[src/rtl/mult_div_unit.sv]
// -----------------------------------------------------------------------------
// mult_div_unit
//   Iterative multiply / divide unit. Multiply is shift-add and divide is
//   restoring division, both on operand magnitudes, followed by one cycle of
//   sign correction. The operation takes WIDTH+2 cycles from the edge that
//   accepts start to the done pulse. A divide by zero skips iteration and
//   raises done + div_zero one cycle after that edge, leaving hi/lo untouched.
//
//   Configuration macro: MULT_DIV_UNSIGNED_EN
//     defined   : op 10 = multu, op 11 = divu (no sign correction)
//     undefined : op[1] ignored, 10 behaves as 00 and 11 as 01
//
//   Ports
//     clock    in   rising-edge clock
//     reset    in   synchronous active-high reset
//     start    in   operation request, sampled only while idle
//     op       in   00 mult, 01 div, 10 multu, 11 divu
//     a        in   multiplicand / dividend
//     b        in   multiplier / divisor
//     busy     out  accepted operation in progress (includes its done cycle)
//     done     out  one-cycle pulse, hi/lo hold the new result
//     hi       out  upper product / remainder
//     lo       out  lower product / quotient
//     div_zero out  pulses with done when a division had b == 0
// -----------------------------------------------------------------------------
module mult_div_unit #(
    parameter int WIDTH = 32
) (
    input  logic             clock,
    input  logic             reset,
    input  logic             start,
    input  logic [1:0]       op,
    input  logic [WIDTH-1:0] a,
    input  logic [WIDTH-1:0] b,
    output logic             busy,
    output logic             done,
    output logic [WIDTH-1:0] hi,
    output logic [WIDTH-1:0] lo,
    output logic             div_zero
);

    localparam int CW = $clog2(WIDTH + 1);
    localparam logic [CW-1:0]      CNT_LOAD = CW'(WIDTH);
    localparam logic [CW-1:0]      CNT_ONE  = CW'(1);
    localparam logic [WIDTH-1:0]   ONE_W    = {{(WIDTH-1){1'b0}}, 1'b1};
    localparam logic [2*WIDTH-1:0] ONE_2W   = {{(2*WIDTH-1){1'b0}}, 1'b1};

    typedef enum logic [2:0] {
        IDLE = 3'd0,
        MULT = 3'd1,
        DIV  = 3'd2,
        FIX  = 3'd3,
        DONE = 3'd4
    } state_t;

    // Two's complement negation helpers
    function automatic logic [WIDTH-1:0] neg_w(input logic [WIDTH-1:0] v);
        return ~v + ONE_W;
    endfunction

    function automatic logic [2*WIDTH-1:0] neg_2w(input logic [2*WIDTH-1:0] v);
        return ~v + ONE_2W;
    endfunction

    state_t               state_r;
    state_t               state_s;
    logic [CW-1:0]        cnt_r;
    logic [2*WIDTH-1:0]   acc_r;      // mult: {partial, multiplier}; div: {remainder, dividend/quotient}
    logic [WIDTH-1:0]     mcand_r;    // multiplicand or divisor magnitude
    logic                 is_div_r;
    logic                 neg_main_r; // negate product / quotient
    logic                 neg_rem_r;  // negate remainder
    logic                 busy_r;
    logic                 done_r;
    logic                 div_zero_r;
    logic [WIDTH-1:0]     hi_r;
    logic [WIDTH-1:0]     lo_r;

    logic                 op_signed_s;
    logic                 op_div_s;
    logic                 b_zero_s;
    logic [WIDTH-1:0]     mag_a_s;
    logic [WIDTH-1:0]     mag_b_s;
    logic [WIDTH:0]       mult_sum_s;
    logic [2*WIDTH-1:0]   mult_next_s;
    logic [WIDTH:0]       div_val_s;
    logic                 div_ge_s;
    logic [WIDTH-1:0]     div_diff_s;
    logic [2*WIDTH-1:0]   div_next_s;
    logic [2*WIDTH-1:0]   prod_fix_s;
    logic [WIDTH-1:0]     fix_hi_s;
    logic [WIDTH-1:0]     fix_lo_s;
    logic                 busy_s;
    logic                 done_s;
    logic                 div_zero_s;

`ifdef MULT_DIV_UNSIGNED_EN
    assign op_signed_s = ~op[1];
`else
    // op[1] has no meaning without the unsigned operations
    logic unused_op_s;
    assign unused_op_s = op[1];
    assign op_signed_s = 1'b1;
`endif

    assign op_div_s = op[0];
    assign b_zero_s = (b == {WIDTH{1'b0}});

    // Operand magnitudes taken at the accepting edge
    always_comb begin
        mag_a_s = a;
        mag_b_s = b;
        if (op_signed_s && a[WIDTH-1]) begin
            mag_a_s = neg_w(a);
        end else begin
            mag_a_s = a;
        end
        if (op_signed_s && b[WIDTH-1]) begin
            mag_b_s = neg_w(b);
        end else begin
            mag_b_s = b;
        end
    end

    // One shift-add step and one restoring-division step
    always_comb begin
        mult_sum_s  = {1'b0, acc_r[2*WIDTH-1:WIDTH]}
                    + {1'b0, (acc_r[0] ? mcand_r : {WIDTH{1'b0}})};
        mult_next_s = {mult_sum_s, acc_r[WIDTH-1:1]};
        div_val_s   = {acc_r[2*WIDTH-1:WIDTH], acc_r[WIDTH-1]};
        div_ge_s    = (div_val_s >= {1'b0, mcand_r});
        // Low bits of the difference are exact whenever the subtraction is taken
        div_diff_s  = div_val_s[WIDTH-1:0] - mcand_r;
        if (div_ge_s) begin
            div_next_s = {div_diff_s, acc_r[WIDTH-2:0], 1'b1};
        end else begin
            div_next_s = {div_val_s[WIDTH-1:0], acc_r[WIDTH-2:0], 1'b0};
        end
    end

    // Sign correction applied while in FIX
    always_comb begin
        prod_fix_s = neg_main_r ? neg_2w(acc_r) : acc_r;
        if (is_div_r) begin
            fix_hi_s = neg_rem_r  ? neg_w(acc_r[2*WIDTH-1:WIDTH]) : acc_r[2*WIDTH-1:WIDTH];
            fix_lo_s = neg_main_r ? neg_w(acc_r[WIDTH-1:0])       : acc_r[WIDTH-1:0];
        end else begin
            fix_hi_s = prod_fix_s[2*WIDTH-1:WIDTH];
            fix_lo_s = prod_fix_s[WIDTH-1:0];
        end
    end

    // FSM state register
    always_ff @(posedge clock) begin
        if (reset) begin
            state_r <= IDLE;
        end else begin
            state_r <= state_s;
        end
    end

    // FSM next-state logic
    always_comb begin
        state_s = state_r;
        case (state_r)
            IDLE: begin
                if (start) begin
                    if (op_div_s) begin
                        state_s = b_zero_s ? DONE : DIV;
                    end else begin
                        state_s = MULT;
                    end
                end else begin
                    state_s = IDLE;
                end
            end
            MULT, DIV: begin
                if (cnt_r == CNT_ONE) begin
                    state_s = FIX;
                end else begin
                    state_s = state_r;
                end
            end
            FIX:     state_s = DONE;
            DONE:    state_s = IDLE;
            default: state_s = IDLE;
        endcase
    end

    // FSM output logic: next values of the registered status outputs
    always_comb begin
        busy_s     = (state_s != IDLE);
        done_s     = (state_s == DONE);
        div_zero_s = (state_r == IDLE) && start && op_div_s && b_zero_s;
    end

    // Datapath, counter and registered outputs
    always_ff @(posedge clock) begin
        if (reset) begin
            cnt_r      <= {CW{1'b0}};
            acc_r      <= {(2*WIDTH){1'b0}};
            mcand_r    <= {WIDTH{1'b0}};
            is_div_r   <= 1'b0;
            neg_main_r <= 1'b0;
            neg_rem_r  <= 1'b0;
            busy_r     <= 1'b0;
            done_r     <= 1'b0;
            div_zero_r <= 1'b0;
            hi_r       <= {WIDTH{1'b0}};
            lo_r       <= {WIDTH{1'b0}};
        end else begin
            busy_r     <= busy_s;
            done_r     <= done_s;
            div_zero_r <= div_zero_s;
            case (state_r)
                IDLE: begin
                    if (start) begin
                        cnt_r      <= CNT_LOAD;
                        is_div_r   <= op_div_s;
                        mcand_r    <= op_div_s ? mag_b_s : mag_a_s;
                        acc_r      <= {{WIDTH{1'b0}}, (op_div_s ? mag_a_s : mag_b_s)};
                        neg_main_r <= op_signed_s & (a[WIDTH-1] ^ b[WIDTH-1]);
                        neg_rem_r  <= op_signed_s & a[WIDTH-1];
                    end
                end
                MULT: begin
                    cnt_r <= cnt_r - CNT_ONE;
                    acc_r <= mult_next_s;
                end
                DIV: begin
                    cnt_r <= cnt_r - CNT_ONE;
                    acc_r <= div_next_s;
                end
                FIX: begin
                    // Result becomes visible in the DONE cycle
                    hi_r <= fix_hi_s;
                    lo_r <= fix_lo_s;
                end
                DONE: begin
                    cnt_r <= {CW{1'b0}};
                end
                default: begin
                    cnt_r <= {CW{1'b0}};
                end
            endcase
        end
    end

    assign busy     = busy_r;
    assign done     = done_r;
    assign div_zero = div_zero_r;
    assign hi       = hi_r;
    assign lo       = lo_r;

endmodule

[config.mk]
export PLATFORM = sky130hd
export DESIGN_NAME = mult_div_unit
export DESIGN_NICKNAME = d
export VERILOG_FILES = /design/src/rtl/mult_div_unit.sv
export SDC_FILE = /design/constraint.sdc
export NUM_CORES = 1
export LEC_CHECK = 0
export BUFFER_PORTS_ARGS = -buffer_cell sky130_fd_sc_hd__clkbuf_2
export CORE_MARGIN = 8
export CORE_UTILIZATION = 36
export DETAILED_ROUTE_END_ITERATION = 6
export GPL_TIMING_DRIVEN = 0
export HOLD_SLACK_MARGIN = 0.06
export PLACE_DENSITY = 0.56
export SYNTH_ARGS = -nofsm -noshare
export SYNTH_HDL_FRONTEND = slang
export SYNTH_SLANG_ARGS = --single-unit
export TNS_END_PERCENT = 5
[constraint.sdc]
create_clock -name clock -period 3.25 [get_ports clock]
set_input_delay 0.65 -clock clock [delete_from_list [all_inputs] [get_ports clock]]
set_output_delay 0.65 -clock clock [all_outputs]
set_load 0.05 [all_outputs]
Word level (Yosys, flattened, before mapping). Cells that the tools add are included.

Bits in registers: 175. Input bits: 69. Output and inout bits: 67. Word-level logic and storage cells: 65.

Add/sub/neg operators: 8. Order comparisons: 1. Equal/unequal tests: 6. Multiplexer cells: 20. Bitwise logic cells: 7. Reductions and logical operators: 11.

Operators by type and width (number): $mux W32 (9); $mux W64 (3); $pmux W64 S3 (1); $add A32 B1 Y32 const B (4); $not A32 Y32 (4); $add A64 B1 Y64 const B (1); $not A64 Y64 (1); $add A32 B32 Y33 (1); $ge A33 B32 Y1 (1); $logic_not A32 Y1 (1); $sub A32 B32 Y32 (1); $pmux W6 S3 (1); $mux W3 (4); $pmux W3 S3 (1); $eq A3 B2 Y1 const B (2); $eq A6 B1 Y1 const B (1); $mux W6 (1); $reduce_and A2 Y1 (3); $reduce_bool A3 Y1 (2); $sub A6 B1 Y6 const B (1); $eq A3 B1 Y1 const B (1); $eq A3 B3 Y1 const B (1); $logic_and A1 B1 Y1 (3); $logic_not A3 Y1 (1); other kinds (4) (4).

Depth between registers and ports, before layout.
Depth in word-level cells: 6. Mapped depth: 15. Mapped depth without buffers: 14.

Worst setup path after synthesis. OpenSTA, ideal clock, no wires.

Path type: reg2reg. From: register acc_r[0]. To: register acc_r[61]. Setup time: 0.086 ns. Arrival: 3.448 ns. Data required time: 3.164 ns. Slack: -0.283 ns. Stages on the path, launching flop included: 15. Buffers on the path: 1. Path through: dfxtp_1 > inv_1 > buf_1 > nor2_1 > ha_1 > a211oi_1 > o211ai_1 > a41oi_1 > o21ai_0 > a311oi_1 > o31ai_1 > or4b_2 > mux2i_1 > nand2_1 > a211oi_1.

Longest elaborated chain between the ends: 3.

RTL lines: start, declared (RTL line 68) `logic [2*WIDTH-1:0] acc_r;`; start signal, assigned (RTL line 201) `acc_r <= {(2*WIDTH){1'b0}};`; start signal, assigned (RTL line 221) `acc_r <= {{WIDTH{1'b0}}, (op_div_s ? mag_a_s : mag_b_s)};`; start signal, assigned (RTL line 228) `acc_r <= mult_next_s;`; $mux W32 (RTL line 128) `+ {1'b0, (acc_r[0] ? mcand_r : {WIDTH{1'b0}})};`; $add A32 B32 Y33 (RTL line 128); $pmux W64 S3 (RTL line 215) `case (state_r)`.

Every way passes these cells. A chain may end at the register's enable or synchronous reset.

Worst setup path in the final report.
From: register acc_r[0]. To: register acc_r[60].

The elaborated chain is that of the path after synthesis.

==> impl.org <==
** Synthesis
- Netlist Area Pre-Place :: between 10000 and 15000 µm²
- Synthesis handed over a netlist of 1887 instances.
- Mean instance size in the synthesized netlist :: approximately 7.4 µm²
- Main area contributors after synthesis :: dfxtp_1 25%, nor2_1 7.3%, ha_1 6.3%
- For this run, the leading register cell type out of synthesis is dfxtp_1.
- Synth cell types :: 75
- Count of flip-flops with a built-in enable after synthesis :: 0
- Number of storage elements in the synthesis netlist :: 175
- Synth top area share :: 25.1%
- The synthesized design spends more area on one cell type than any other, namely dfxtp_1.
- Most numerous cell types in the synthesized netlist :: 273 x nor2_1, 175 x dfxtp_1, 174 x nand2_1
- Net count of the mapped netlist :: 2028
- Summing the sequential cell areas from Yosys gives 25.1% of the chip area.
- Yosys Warn Count :: 0
- Post-synthesis async set-or-reset flop share :: 0%
- Leading cell type by number of instances after synthesis :: nor2_1

** Routing
- The routed layout has 15300 vias.
- Router iterations before antenna repair :: 6
- After the first detailed-routing iteration, the DRC count stood at 1353.
- Routed WL per cell :: roughly 21 µm
- Detailed Route WL :: between 50 and 60 mm
- Post-route antenna net violation count :: 0
- Final routed DRC violation total :: 0
- Post-DR vias/cell :: 5.87

** Die
- Die Y-Extent :: 213 µm
- Core ar. :: 38500 µm²
- Row generation in the floorplan step produced 72 rows.
- In this run the count of I/O pins placed on the die edge is 136.
- In this run the horizontal extent of the chip is 213 µm.
- Initial standard-cell utilization of the core :: 36.3%
- Area of the die :: 45300 µm²

** Worst setup path
- Walking the worst path, the cells encountered are inv_6, buf_8, nor2_2, ha_1, a21o_1, or3_4, o211ai_1, buf_4, o31a_1, o211ai_1, a41oi_2, buf_4, xor2_1, nor2_1, a221oi_2, a21oi_1.
- The setup path with the least slack is of type flop to flop.
- For this run, the slowest stage of the critical path takes between 0.3 and 0.4 ns.
- The worst setup path is captured at a flop.
- At the worst endpoint, the arrival time is 3.76 ns.
- Of all nets on the critical path, the largest fanout is 7.
- The cell family contributing the most delay on the critical path is compound AO/OA/AOI/OAI gates.
- The slowest stage of the critical path is the dfxtp_4 cell.
- Together, buffers and inverters on the worst path number 4.
- Crit path required time :: 3.57 ns
- The worst setup path is launched from a flop.

** GRT
- Global routing consumed, over all layers together, 23.7% of the routing resources.
- Global route total overflow :: 0
- Via count of the first global-routing pass :: 14100
- Number of antenna violations at the first check in global routing :: 1
- First-pass GRT wire length :: 83.7 mm
- Entering global routing, the biggest net connects 19 pins.

** STA
- Across all setup checks in the final design, the least slack found is -0.191 ns.
- Setup repair after global routing could not meet its margin everywhere.
- Based on the critical path, the design can be clocked at up to 291 MHz.
- In the final timing run, aggregate negative setup slack is -1.65 ns.
- The smallest clock period supported by the final layout is computed as 3.44 ns.
- # setup viols final :: 28
- The number of hold-slack violations in the final timing report is 0.
- Final Cycle Share :: 106%
- Worst Clk Skew :: 0.0144 ns
- Worst slew margin relative to its limit :: 36.0%
- Max-slew violations :: 0
- At the pin with the least slew margin, the transition time is 0.960 ns.
- Worst hold margin :: 0.442 ns

** Layout
- Layout cells sized above 1 :: 17.0%
- Fin cells :: 2600
- Post-layout net count :: between 2000 and 2500
- 0 antenna diodes ended up in the layout.
- Relative area change from synthesis to final layout :: 19.8%

** Power and ir drop
- Power density over the cells :: between 400 and 500 nW/µm²
- Worst IR Drop VDD :: 0.000310 V
- Leakage power :: 6.45 nW

** Run status
- The final reports fail on setup timing.
- The run finished, with violations left.

** Job
- The tool flagged a number of max-cap violations equal to 0.

** Clocking
- The later pin in the worst-skew pair is clocked with a latency of ~0.46 ns.
- CTS tree :: built
- Maximum buffer depth of the clock tree :: 2
- The clock tree synthesis step divided the H-tree into 4 levels.
- Number of buffers created by CTS :: 17
- CTS placed an instance of clkbuf_16 at the clock tree root.
- Counting every sink on the clock net gives 175.
- After clock tree synthesis, the clock-pin slew on the worst setup and hold paths is 0.08 ns.
- The number of hold buffers added after CTS was 0.

** Placed design
- Before CTS, the worst setup slack after placement is -1.27 ns.
- During placement, the flow inserted port buffers numbering 132.
- Count of placed standard cells including taps :: 2537
- DPL Wire Length :: 44.3 mm
- Gpl congestion :: 0.960

** Hold path
- The min-delay analysis places its worst path in the category input port to flop.
-- cells by family after synthesis --
| family | count (synthesis) | synth area share, % |
|---|---|---|
| mux | 31 | 2.42 |
| fa+ha+maj | 72 | 6.56 |
| buf+inv | 194 | 5.28 |
| simple gates | 636 | 20.8 |
| compound gates | 610 | 29.2 |
| xor+xnor | 169 | 10.6 |
| flops | 175 | 25.1 |
-- final timing paths --
path | end | from | cells after the start | slack (ns)
min | state_r[1] | reset | 2 | 0.44
max | acc_r[60] | acc_r[0] | 16 | -0.19
min reg2reg | hi[24] | hi[24] | 2 | 0.46
max reg2reg | acc_r[60] | acc_r[0] | 16 | -0.19
-- metal layers --
metal	wire length, µm	vias to the layer above	global-route usage [%]
met5	0	-	0
met4	1480	0	7.14
met3	3860	87	3.51
met2	25200	556	38.0
met1	25200	7360	32.6
li1	-	7265	-
-- flip-flops by register name, summed over array words and instances (netlist names) --
register / flops
acc_r: 64
hi: 32
lo: 32
mcand_r: 32
cnt_r: 6
state_r: 3
busy: 1
div_zero: 1
done: 1
is_div_r: 1
neg_main_r: 1
neg_rem_r: 1
-- placed cells by master, fill, tap and decap left out, types with 24 or more instances in the layout --
cell      count
a211oi_1     97
a21o_1       25
a21oi_1     142
a221oi_1     34
buf_4        32
clkbuf_1    110
clkbuf_2    135
dfxtp_1     160
ha_1         64
inv_1        60
nand2_1     174
nand3_1      27
nor2_1      266
nor3_1       24
o211ai_1     29
o21ai_0     114
o31ai_1      24
xnor2_1      90
xor2_1       73
-- what timing repair did --
item                       in CTS  in global routing
hold endpoints to repair        0                  0
setup buffers                  19                 14
setup endpoints to repair      75                 66
gates resized for setup        94                 50
pin swaps                      33                 40
-- metrics by stage --
stage	utilization, %	power [mW]	area, µm²
final	43.5	7.59	16700
after global routing	43.5	7.98	16700
after CTS	42.6	7.49	16400
after detailed placement	39.7	5.26	15300
after global placement	39.7	5.24	15300
after floorplan	-	4.44	14000
-- where the power goes --
part           leakage [nW]  total, mW  internal (mW)  switching [mW]
combinational          4.73       3.05           1.18            1.87
clock                 0.284       2.08           1.02            1.06
sequential             1.44       2.46           2.28           0.182
total                  6.45       7.59           4.48            3.11
-- layout make-up --
class,count,area (µm²)
buffer,129,547
clock buffer,17,425
clock inverter,15,151
fill,4055,21700
inverter,63,241
multi-input combinational,1518,10300
sequential,175,3530
tap,518,648
timing repair buffer,165,912
Note: power is estimated with default switching activity, not from simulation.
